==> src/rtl/instr_fetch_queue.sv <==
// Fetch stage between the program counter and decode: issues instruction-memory reads under a
// credit check and buffers returned words with their PC tags. Define FETCH_STATS_EN for the stall counter.
module instr_fetch_queue #(
  parameter int ADDR_W  = 4,
  parameter int INSTR_W = 16,
  parameter int DEPTH   = 4
) (
  input  logic                   clk,
  input  logic                   reset,
  input  logic [ADDR_W-1:0]      pc_in,
  input  logic                   flush,
  output logic                   pc_hold,
  output logic                   imem_rd,
  output logic [ADDR_W-1:0]      imem_addr,
  input  logic [INSTR_W-1:0]     imem_rdata,
  output logic                   out_valid,
  input  logic                   out_ready,
  output logic [INSTR_W-1:0]     out_instr,
  output logic [ADDR_W-1:0]      out_pc,
  output logic [$clog2(DEPTH):0] occupancy,
  output logic [15:0]            stall_cycles
);
  // Handshake: the head transfers on a cycle where out_valid && out_ready are both high at
  // the clock edge; out_valid never depends on out_ready.

  localparam int PTR_W = $clog2(DEPTH);
  localparam logic [PTR_W+1:0] DEPTH_U = (PTR_W+2)'(DEPTH);
  localparam logic [PTR_W:0]   DEPTH_C = (PTR_W+1)'(DEPTH);

  logic [PTR_W-1:0]   r_wptr;
  logic [PTR_W-1:0]   r_rptr;
  logic [PTR_W:0]     r_count;
  logic               r_inflight;
  logic [ADDR_W-1:0]  r_tag;
  logic [INSTR_W-1:0] r_instr_mem [DEPTH];
  logic [ADDR_W-1:0]  r_pc_mem    [DEPTH];

  logic [PTR_W+1:0]   w_used;
  logic               w_issue;
  logic               w_push;
  logic               w_pop;

  // An in-flight read already owns a slot, so it counts against credit.
  assign w_used  = {1'b0, r_count} + {{(PTR_W+1){1'b0}}, r_inflight};
  assign w_issue = !reset && !flush && (w_used < DEPTH_U);
  assign w_push  = r_inflight && !flush;
  assign w_pop   = out_valid && out_ready;

  assign imem_rd   = w_issue;
  assign imem_addr = pc_in;
  assign pc_hold   = !reset && !flush && !w_issue;

  assign occupancy = r_count;
  assign out_valid = (r_count != '0);
  assign out_instr = out_valid ? r_instr_mem[r_rptr] : '0;
  assign out_pc    = out_valid ? r_pc_mem[r_rptr]    : '0;

  always_ff @(posedge clk or posedge reset) begin
    if (reset) begin
      r_wptr     <= '0;
      r_rptr     <= '0;
      r_count    <= '0;
      r_inflight <= 1'b0;
      r_tag      <= '0;
    end else if (flush) begin
      r_wptr     <= '0;
      r_rptr     <= '0;
      r_count    <= '0;
      r_inflight <= 1'b0;
    end else begin
      r_inflight <= w_issue;
      if (w_issue) r_tag <= pc_in;
      if (w_push)  r_wptr <= r_wptr + 1'b1;
      if (w_pop)   r_rptr <= r_rptr + 1'b1;
      unique case ({w_push, w_pop})
        2'b10:   r_count <= r_count + 1'b1;
        2'b01:   r_count <= r_count - 1'b1;
        default: r_count <= r_count;
      endcase
    end
  end

  // Storage needs no reset: reads are masked by out_valid.
  always_ff @(posedge clk) begin
    if (w_push) begin
      r_instr_mem[r_wptr] <= imem_rdata;
      r_pc_mem[r_wptr]    <= r_tag;
    end
  end

  a_no_push_when_full: assert property (@(posedge clk) disable iff (reset)
    !(w_push && (r_count == DEPTH_C)));

`ifdef FETCH_STATS_EN
  logic [15:0] r_stall;

  always_ff @(posedge clk or posedge reset) begin
    if (reset) begin
      r_stall <= '0;
    end else if (flush) begin
      r_stall <= '0;
    end else if (pc_hold && (r_stall != 16'hFFFF)) begin
      r_stall <= r_stall + 16'd1;
    end
  end

  assign stall_cycles = r_stall;
`else
  assign stall_cycles = '0;
`endif

endmodule

==> config.mk <==
export PLATFORM = sky130hd
export DESIGN_NAME = instr_fetch_queue
export DESIGN_NICKNAME = d
export VERILOG_FILES = /design/src/rtl/instr_fetch_queue.sv
export SDC_FILE = /design/constraint.sdc
export NUM_CORES = 1
export LEC_CHECK = 0
export BUFFER_PORTS_ARGS = -buffer_cell sky130_fd_sc_hd__buf_2
export CAP_MARGIN = 15
export CORE_ASPECT_RATIO = 1.75
export CORE_MARGIN = 2
export CORE_UTILIZATION = 45
export CTS_BUF_LIST = sky130_fd_sc_hd__clkbuf_2
export CTS_CLUSTER_DIAMETER = 50
export CTS_CLUSTER_SIZE = 28
export DETAILED_ROUTE_END_ITERATION = 10
export GPL_ROUTABILITY_DRIVEN = 1
export PLACE_DENSITY = 0.67
export SLEW_MARGIN = 20
export SYNTH_ARGS = -nofsm -noshare
export SYNTH_HDL_FRONTEND = slang
export SYNTH_SLANG_ARGS = --single-unit
==> constraint.sdc <==
create_clock -name clk -period 5 [get_ports clk]
set_input_delay 0.25 -clock clk [delete_from_list [all_inputs] [get_ports clk]]
set_output_delay 0.25 -clock clk [all_outputs]
set_load 0.005 [all_outputs]
* Yosys cells after proc, flatten, opt, wreduce, memory -nomap -nowiden
Memories as Yosys holds them, arrays and structs flattened.
Cells that the tools add are included.
** Storage, ports and cells
- Register bits after elaboration :: 12
- Bits in writable memories :: 80
- Input bits :: 24
- Output and inout port bits :: 46
- Logic and storage cells :: 40
- Memories :: 2
** Memory list
- r_instr_mem :: words 4, width 16, read ports 1, clocked after Yosys merged registers in 0, write ports 1, line 35 : logic [INSTR_W-1:0] r_instr_mem [DEPTH];
- r_pc_mem :: words 4, width 4, read ports 1, clocked after Yosys merged registers in 0, write ports 1, line 36 : logic [ADDR_W-1:0] r_pc_mem [DEPTH];
** Operators by class
- Add/sub/neg operators :: 5
- Order comparisons :: 1
- Eq/ne operators :: 2
- Muxes and demuxes :: 11
- Bitwise operators :: 1
- Reduce and logical (&&, ||, !) cells :: 13
** Operators by type and width (number)
- two-way mux 16 bit :: 1
- two-way mux 2 bit :: 4
- one-hot mux 3 bit (2 select lines) :: 1
- nonzero test 3 bit :: 2
- logical AND 1 bit :: 5
- adder 2 x 1 -> 2 bit, second input constant :: 2
- adder 3 x 1 -> 4 bit :: 1
- less-than comparator 4 x 3 -> 1 bit, second input constant :: 1
- two-way mux 4 bit :: 1
- nonzero test 2 bit :: 2
- adder 3 x 1 -> 3 bit, second input constant :: 1
- zero test 1 bit :: 3
- two-way mux 1 bit :: 3
- two-way mux 3 bit :: 1
- subtractor 3 x 1 -> 3 bit, second input constant :: 1
- == test 2 x 1 -> 1 bit, second input constant :: 1
- == test 2 bit, second input constant :: 1
- AND reduction 2 bit :: 1
- NOT 1 bit :: 1

* Logic depth before layout (Yosys ltp)
Gate-level depths: netlist (run 1).
- Word-level depth :: 5
- Depth in mapped cells :: 9
- Depth with buffers taken out :: 9

* Worst setup path before layout (run 1)
No wires, ideal clock.
- Path type :: flip-flop to flip-flop
- Start point :: reg r_count[0], in the netlist occupancy[0]
- End point :: reg r_count[1], in the netlist occupancy[1]
- Setup time :: 0.079 ns
- Arrival time :: 1.882 ns
- Required time :: 4.921 ns
- Slack :: 3.039 ns
- Cell stages (with the launch flop) :: 10
- Buffers on the path :: 0
- Period minus slack after synthesis :: 1.961 ns
- Path through :: dfrtp_1 nor3_1 inv_1 nand2_1 nor2_1 fa_1 nand2b_1 o21ai_0 nand2_1 a21oi_1
** On the way
- Word-level cells in the longest chain between the ends :: 5
- Elaborated cells on any way between the ends :: 9
- Those cells by class :: add/sub (2); eq/ne (2); mux (2); reduce/logical (3)
** Ends and longest elaborated chain
- start: declaration :: line 32 : logic [PTR_W:0] r_count;
- start signal: assignment :: line 76 : 2'b10: r_count <= r_count + 1'b1;
- start signal: assignment :: line 77 : 2'b01: r_count <= r_count - 1'b1;
- start signal: assignment :: line 78 : default: r_count <= r_count;
- branches (longest 5 deep; another with subtractor 3 x 1 -> 3 bit)
Several ways; the timed one is not identified.
A chain may end at the register's enable or synchronous reset.

* Final worst setup path (run 1)
- Start point :: reg r_rptr[0]
- End point :: out out_instr[13]
** On the way
- Word-level cells in the longest chain between the ends :: 2
** Ends and longest elaborated chain
- start: declaration :: line 31 : logic [PTR_W-1:0] r_rptr;
- start signal: assignment :: line 74 : if (w_pop) r_rptr <= r_rptr + 1'b1;
- memory read (4 x 16 bit)
- two-way mux 16 bit :: line 55 : assign out_instr = out_valid ? r_instr_mem[r_rptr] : '0;
- end: declaration :: line 18 : output logic [INSTR_W-1:0] out_instr,
No other way between the ends.

==> flow_summary.ini, run 1 <==
[status]
outcome = finished, final reports clean

[cts]
cts_tree = done
clkLatencyLatePin_ps = 510
hold_buffers = 23
clock_sinks = 92
cts_root_buffer = clkbuf_2
cts_setup_buffers = 0
cts.htree.levels = 3
cts_buffers = 9
clk_pin_slew_ps = 210
clk_path_buf_depth = 2
cts_resized = 0

[drt]
final_antenna_net_count = 0
remaining_drc_errors = 0
num_vias = 2006
detailedRoute.firstPassIterationCount = 4
post_drt_wl_per_cell_um = 15.3
viasPerCell = 4.88
drt_iter0_drc = 104
totalWireLength_mm = 6.30

[power]
p_leak_nw = 1.66
p_per_area_mw_per_mm2 = 331
ir_drop_v = 0.000291

[die]
die_height_um = 127
num_rows = 44
die_area_mm2 = 0.00940
die_w_um = 74.2
num_io_pins = 70
coreArea_mm2 = 0.00831
start_util_pct = 46.6

[grt]
grt_first_pass_wirelength_mm = 9.92
first_global_vias = 2021
grt_start_max_net_pins = 24
grtUsageTotal_pct = 14.8
grt_antenna_before_repair = 0
grt-ovfl-total = 0

[worst_setup_path]
timing.critical_path.arrival_ps = 2330
crit_chain = buf_4, mux4_2, and2_1, buf_2
crit_type = reg2out
cpPeakStageDelay_ps = 570
crit_fanout = 17
rrSetupSlack_ps = 2480
critical_path.endpoint_type = primary output
critPathTopFamily = multiplexers
cp.required_ps = 4750
cp-start-kind = flip-flop
crit_slowest_cell = mux4_2
critPathBufInv = 2

[place]
post-dp-hpwl_mm = 3.98
gp_congestion = 0.762
portBuffers = 53
postPlaceCellArea_mm2 = 0.00416

[synthesis]
synth.avg_cell_area_um2 = 17.9
synth_edf_count = 80
synth-async-reset-ratio_pct = 13.0
yosysSeqAreaShare_pct = 69.7
synth-warning-count = 0
syn_area_mm2 = 0.00388
synthDistinctLibCells = 32
syn_inst = 217
synth-seq-cells = 92
synthFlopType = edfxtp_1

[sta]
rsz0062_at_grt = false
finalMaxSlewViolations = 0
tns_ps = 0
clock_skew_ps = 12.8
worstMarginPinSlew_ps = 1060
setup_viol = 0
hold_viol_final = 0
fin_crit_sh_pct = 51.6
hold_ws_ps = 308
fmax_mhz = 387
fin_crit_ps = 2580
slew_headroom_pct = 29.6

[cells_and_area]
diodes = 0
areaGrowthSynthToFinish_pct = 15.7
final_nets = 320
fin_area_mm2 = 0.00449
drive_gt1_share_pct = 31.8

[hold_path]
hold_class = in2async

[job]
maxCapViolCount = 0
[state kept, by name, indices dropped and copies added, names as in the netlist]
name         flops
r_instr_mem     64
r_pc_mem        16
r_tag            4
occupancy        3
r_rptr           2
r_wptr           2
r_inflight       1
[kinds of logic after synthesis]
family,count (synthesis),synth area share (%)
DFF,92,69.7
other,1,0.0967
and+or+nand+nor,45,6.91
muxes,27,13.6
buffers and inverters,33,5.39
adders and majority gates,5,1.81
xor gates and xnor gates,4,0.904
AOI/OAI and AO/OA,10,1.61
[worst reg2reg max path, stage by stage (launching register included)]
cell	delay, ps
dfrtp_1	500
nor3_1	330
inv_1	380
nand2_1	250
nor2_1	80
fa_1	510
nand2b_1	60
o21ai_0	160
nand2_1	80
a21oi_1	120
[final cells by class]
cell class	instances	area, um2
fill	667	3820
timing repair buffer	77	503
multi-input combinational	107	1020
clock buffer	12	60.1
clock inverter	4	41.3
tap	115	144
inverter	4	15.0
sequential	92	2700
[Yosys cell counts (all sizes together), types with 3 or more instances]
library cell	count	area share (%)
edfxtp	80	62
buf	25	4.6
and2	24	3.9
mux4	20	12
dfrtp	12	7.7
nor2	7	0.68
mux2	5	1.5
a21oi	4	0.61
clkbuf	4	0.39
ha	4	1.3
inv	4	0.39
nand2	4	0.39
o21ai	3	0.39
[through the flow]
step | setup WS (ps) | util, % | power [W] | std cells
CTS | 2310 | 54.0 | 0.00151 | 411
detailed placement | 2480 | 50.0 | 0.00116 | 372
floorplan | 3040 | - | 0.00108 | 232
global placement | 2560 | 50.0 | 0.00115 | 372
finish | 2420 | 54.0 | 0.00149 | 411
global route | 2200 | 54.0 | 0.00156 | 411
[path summary, 6_finish.rpt]
check                              startpoint                 to  cells after the start
worst max-delay path                r_rptr[0]      out_instr[13]                      4
worst min-delay path                    reset           r_tag[1]                      3
worst max register to register   occupancy[0]       occupancy[1]                      9
worst min register to register       r_tag[0]     r_pc_mem[1][0]                      0
max in group asynchronous               reset          r_wptr[0]                      3
min in group clk                imem_rdata[4]  r_instr_mem[3][4]                      2
[layer usage]
layer	global-route usage (%)	part of all wire, %
met5	0	0
met2	25.5	55
met3	3.26	4.3
met4	8.88	3.5
met1	16.2	37
[layout by cell type (no fill, tap or decap), types with 3 or more instances in the layout]
| cell type | count |
|---|---|
| inv_1 | 4 |
| clkbuf_2 | 12 |
| clkinv_1 | 3 |
| mux4_2 | 20 |
| dfrtp_1 | 12 |
| o21ai_0 | 3 |
| nor2_1 | 7 |
| and2_1 | 24 |
| nand2_1 | 4 |
| edfxtp_1 | 80 |
| conb_1 | 16 |
| a21oi_1 | 3 |
| buf_2 | 53 |
| mux2_2 | 5 |
| dlygate4sd3_1 | 23 |
| ha_1 | 4 |
[power by group]
part           switching (W)  internal (W)  total (W)  leakage [nW]
combinational       0.000115      0.000136   0.000251         0.710
sequential         0.0000296      0.000869   0.000898         0.878
clock               0.000220      0.000117   0.000338        0.0687
Note: power is estimated with default switching activity, not from simulation.
==> run 2: changes to the inputs <==
--- a/config.mk
+++ b/config.mk
@@ -15,7 +15,7 @@
 export CTS_CLUSTER_SIZE = 28
 export DETAILED_ROUTE_END_ITERATION = 10
 export GPL_ROUTABILITY_DRIVEN = 1
-export PLACE_DENSITY = 0.67
+export PLACE_DENSITY = 0.69
 export SLEW_MARGIN = 20
 export SYNTH_ARGS = -nofsm -noshare
 export SYNTH_HDL_FRONTEND = slang
==> constraint.sdc (replaced) <==
create_clock -name clk -period 2.09 [get_ports clk]
set_input_delay 0.1045 -clock clk [delete_from_list [all_inputs] [get_ports clk]]
set_output_delay 0.1045 -clock clk [all_outputs]
set_load 0.005 [all_outputs]
==> run 2 against run 1 <==
- first-iteration DRC count increased by 19%
- utilization up 3.8 points
- the run now ends with negative setup slack left
- die area did not move
- critical endpoint is now out_pc[3]
==> flow_summary.ini, run 2 (same netlist as run 1, synthesis figures left out) <==
[status]
outcome = finished with violations
violations = negative setup slack

[grt]
busiest_layer = met2
first_global_vias = 2150
grt_start_max_net_pins = 23
use_met1_pct = 16.9
grt_use_met2_pct = 28.4
grt-ovfl-total = 0
grt_use_met3_pct = 3.10
grtUsageTotal_pct = 16.0
grt_antenna_before_repair = 0
grt_first_pass_wirelength_mm = 10.7

[power]
pwr-share-clk_pct = 24.2
p_leak_nw = 1.79
p_seq_share_pct = 54.6
p_comb_share_pct = 21.2
p_int_w = 0.00296
ir_drop_v = 0.000451
power_switching_w = 0.000939
p_per_area_mw_per_mm2 = 811
power_switching_share_pct = 24.1

[cells_and_area]
final_util_pct = 57.8
areaGrowthSynthToFinish_pct = 24.0
largest_reg_flops = 64
fin_area_mm2 = 0.00481
final_nets = 333
layout_commonest_cell = edfxtp_1
fill_cells = 655
diodes = 0
final_cell_mix = edfxtp_1 (80), buf_2 (42), dlygate4sd3_1 (23)
reg_top3 = r_instr_mem (64), r_pc_mem (16), r_tag (4)
top_register = r_instr_mem
drive_gt1_share_pct = 39.5

[sta]
finalMaxSlewViolations = 0
hold_ws_ps = 122
fin_crit_ps = 2110
rsz0062_at_grt = true
clock_skew_ps = 13.9
hold_viol_final = 0
fmax_mhz = 475
setup_viol = 8
final.setup.worst_slack_ps = -16.9
fin_crit_sh_pct = 101

[place]
portBuffers = 53
post-dp-hpwl_mm = 4.08
postPlaceCellArea_mm2 = 0.00430
gp_congestion = 0.780

[cts]
clkLatencyLatePin_ps = 550
cts_root_buffer = clkbuf_2
clk_path_buf_depth = 2
cts_buffers = 9
cts_tree = done
cts.htree.levels = 3
clock_sinks = 92
clk_pin_slew_ps = 220

[drt]
remaining_drc_errors = 0
drt_iter0_drc = 124
post_drt_wl_per_cell_um = 16.0
totalWireLength_mm = 6.78
viasPerCell = 4.82
detailedRoute.firstPassIterationCount = 4
num_vias = 2042
final_antenna_net_count = 0

[worst_setup_path]
crit_type = reg2out
critical_path.endpoint_type = primary output
cp-start-kind = flip-flop
timing.critical_path.arrival_ps = 2000
cp.required_ps = 1990
crit_fanout = 10
rrSetupSlack_ps = 150

[die]
coreArea_mm2 = 0.00831
num_rows = 44
start_util_pct = 46.6
die_area_mm2 = 0.00940
die_w_um = 74.2
num_io_pins = 70
die_height_um = 127

[hold_path]
hold_class = in2async

[job]
maxCapViolCount = 0
==> run 2: cell types whose count changed in the layout (fill, tap and decap cells not counted), sizes merged <==
| cell | delta |
|---|---|
| bufinv | +1 |
| buf | +12 |
==> run 2: through the flow <==
stage                     TNS [ps]  power (W)  setup WS (ps)  std cells
final                        -76.8    0.00390          -16.9        424
after global routing         -1720    0.00409           -101        424
after CTS                    -1130    0.00387          -79.1        423
after detailed placement         0    0.00283           21.8        383
after global placement           0    0.00281            179        383
after floorplan                  0    0.00258            129        232
==> run 2: worst max-delay path, cell delays in order, from the launching register on <==
cell and delay [ps]:
dfrtp_2 480, clkbuf_16 200, mux4_2 500, and2_1 170
buf_2 120
==> run 2: worst paths after layout <==
kind / start / to / cells after the start
max reg2reg: occupancy[0] / occupancy[1] / 9
max: r_rptr[0] / out_pc[3] / 4
max in group asynchronous: reset / r_rptr[0] / 3
min in group clk: imem_rdata[6] / r_instr_mem[3][6] / 2
min reg2reg: r_tag[1] / r_pc_mem[1][1] / 0
min: reset / r_tag[3] / 3
==> run 2: power groups by stage <==
stage | Sequential, W | Clock [W] | Combinational [W]
final | 0.00213 | 0.000944 | 0.000827
after global routing | 0.00214 | 0.00104 | 0.000908
after CTS | 0.00212 | 0.000972 | 0.000778
after detailed placement | 0.00216 | 0 | 0.000664
after global placement | 0.00215 | 0 | 0.000654
after floorplan | 0.00216 | 0 | 0.000422
==> run 2: what timing repair did <==
action / CTS / global route
hold buffers: 23 / 0
buffers inserted: 1 / 0
setup endpoints to repair: 21 / 21
pin swaps: 0 / 0
endpoints found under the hold margin: 88 / 0
resized for setup: 16 / 10
gates cloned: 0 / 1
==> run 2: routing by layer <==
metal / vias up / routed length [um] / part of all wire [%]
met4: 0 / 210 / 3.1
li1: 958 / - / -
met2: 51 / 3860 / 57
met3: 15 / 229 / 3.4
met5: - / 0 / 0
met1: 1018 / 2480 / 37
==> run 2: final cells by class <==
cell class	instances	area, um2	share of cell area, %
inverter	4	15.0	0.312
clock inverter	5	76.3	1.59
clock buffer	11	55.1	1.15
sequential	92	2700	56.2
timing repair buffer	90	749	15.6
multi-input combinational	107	1060	22.1
tap	115	144	2.99
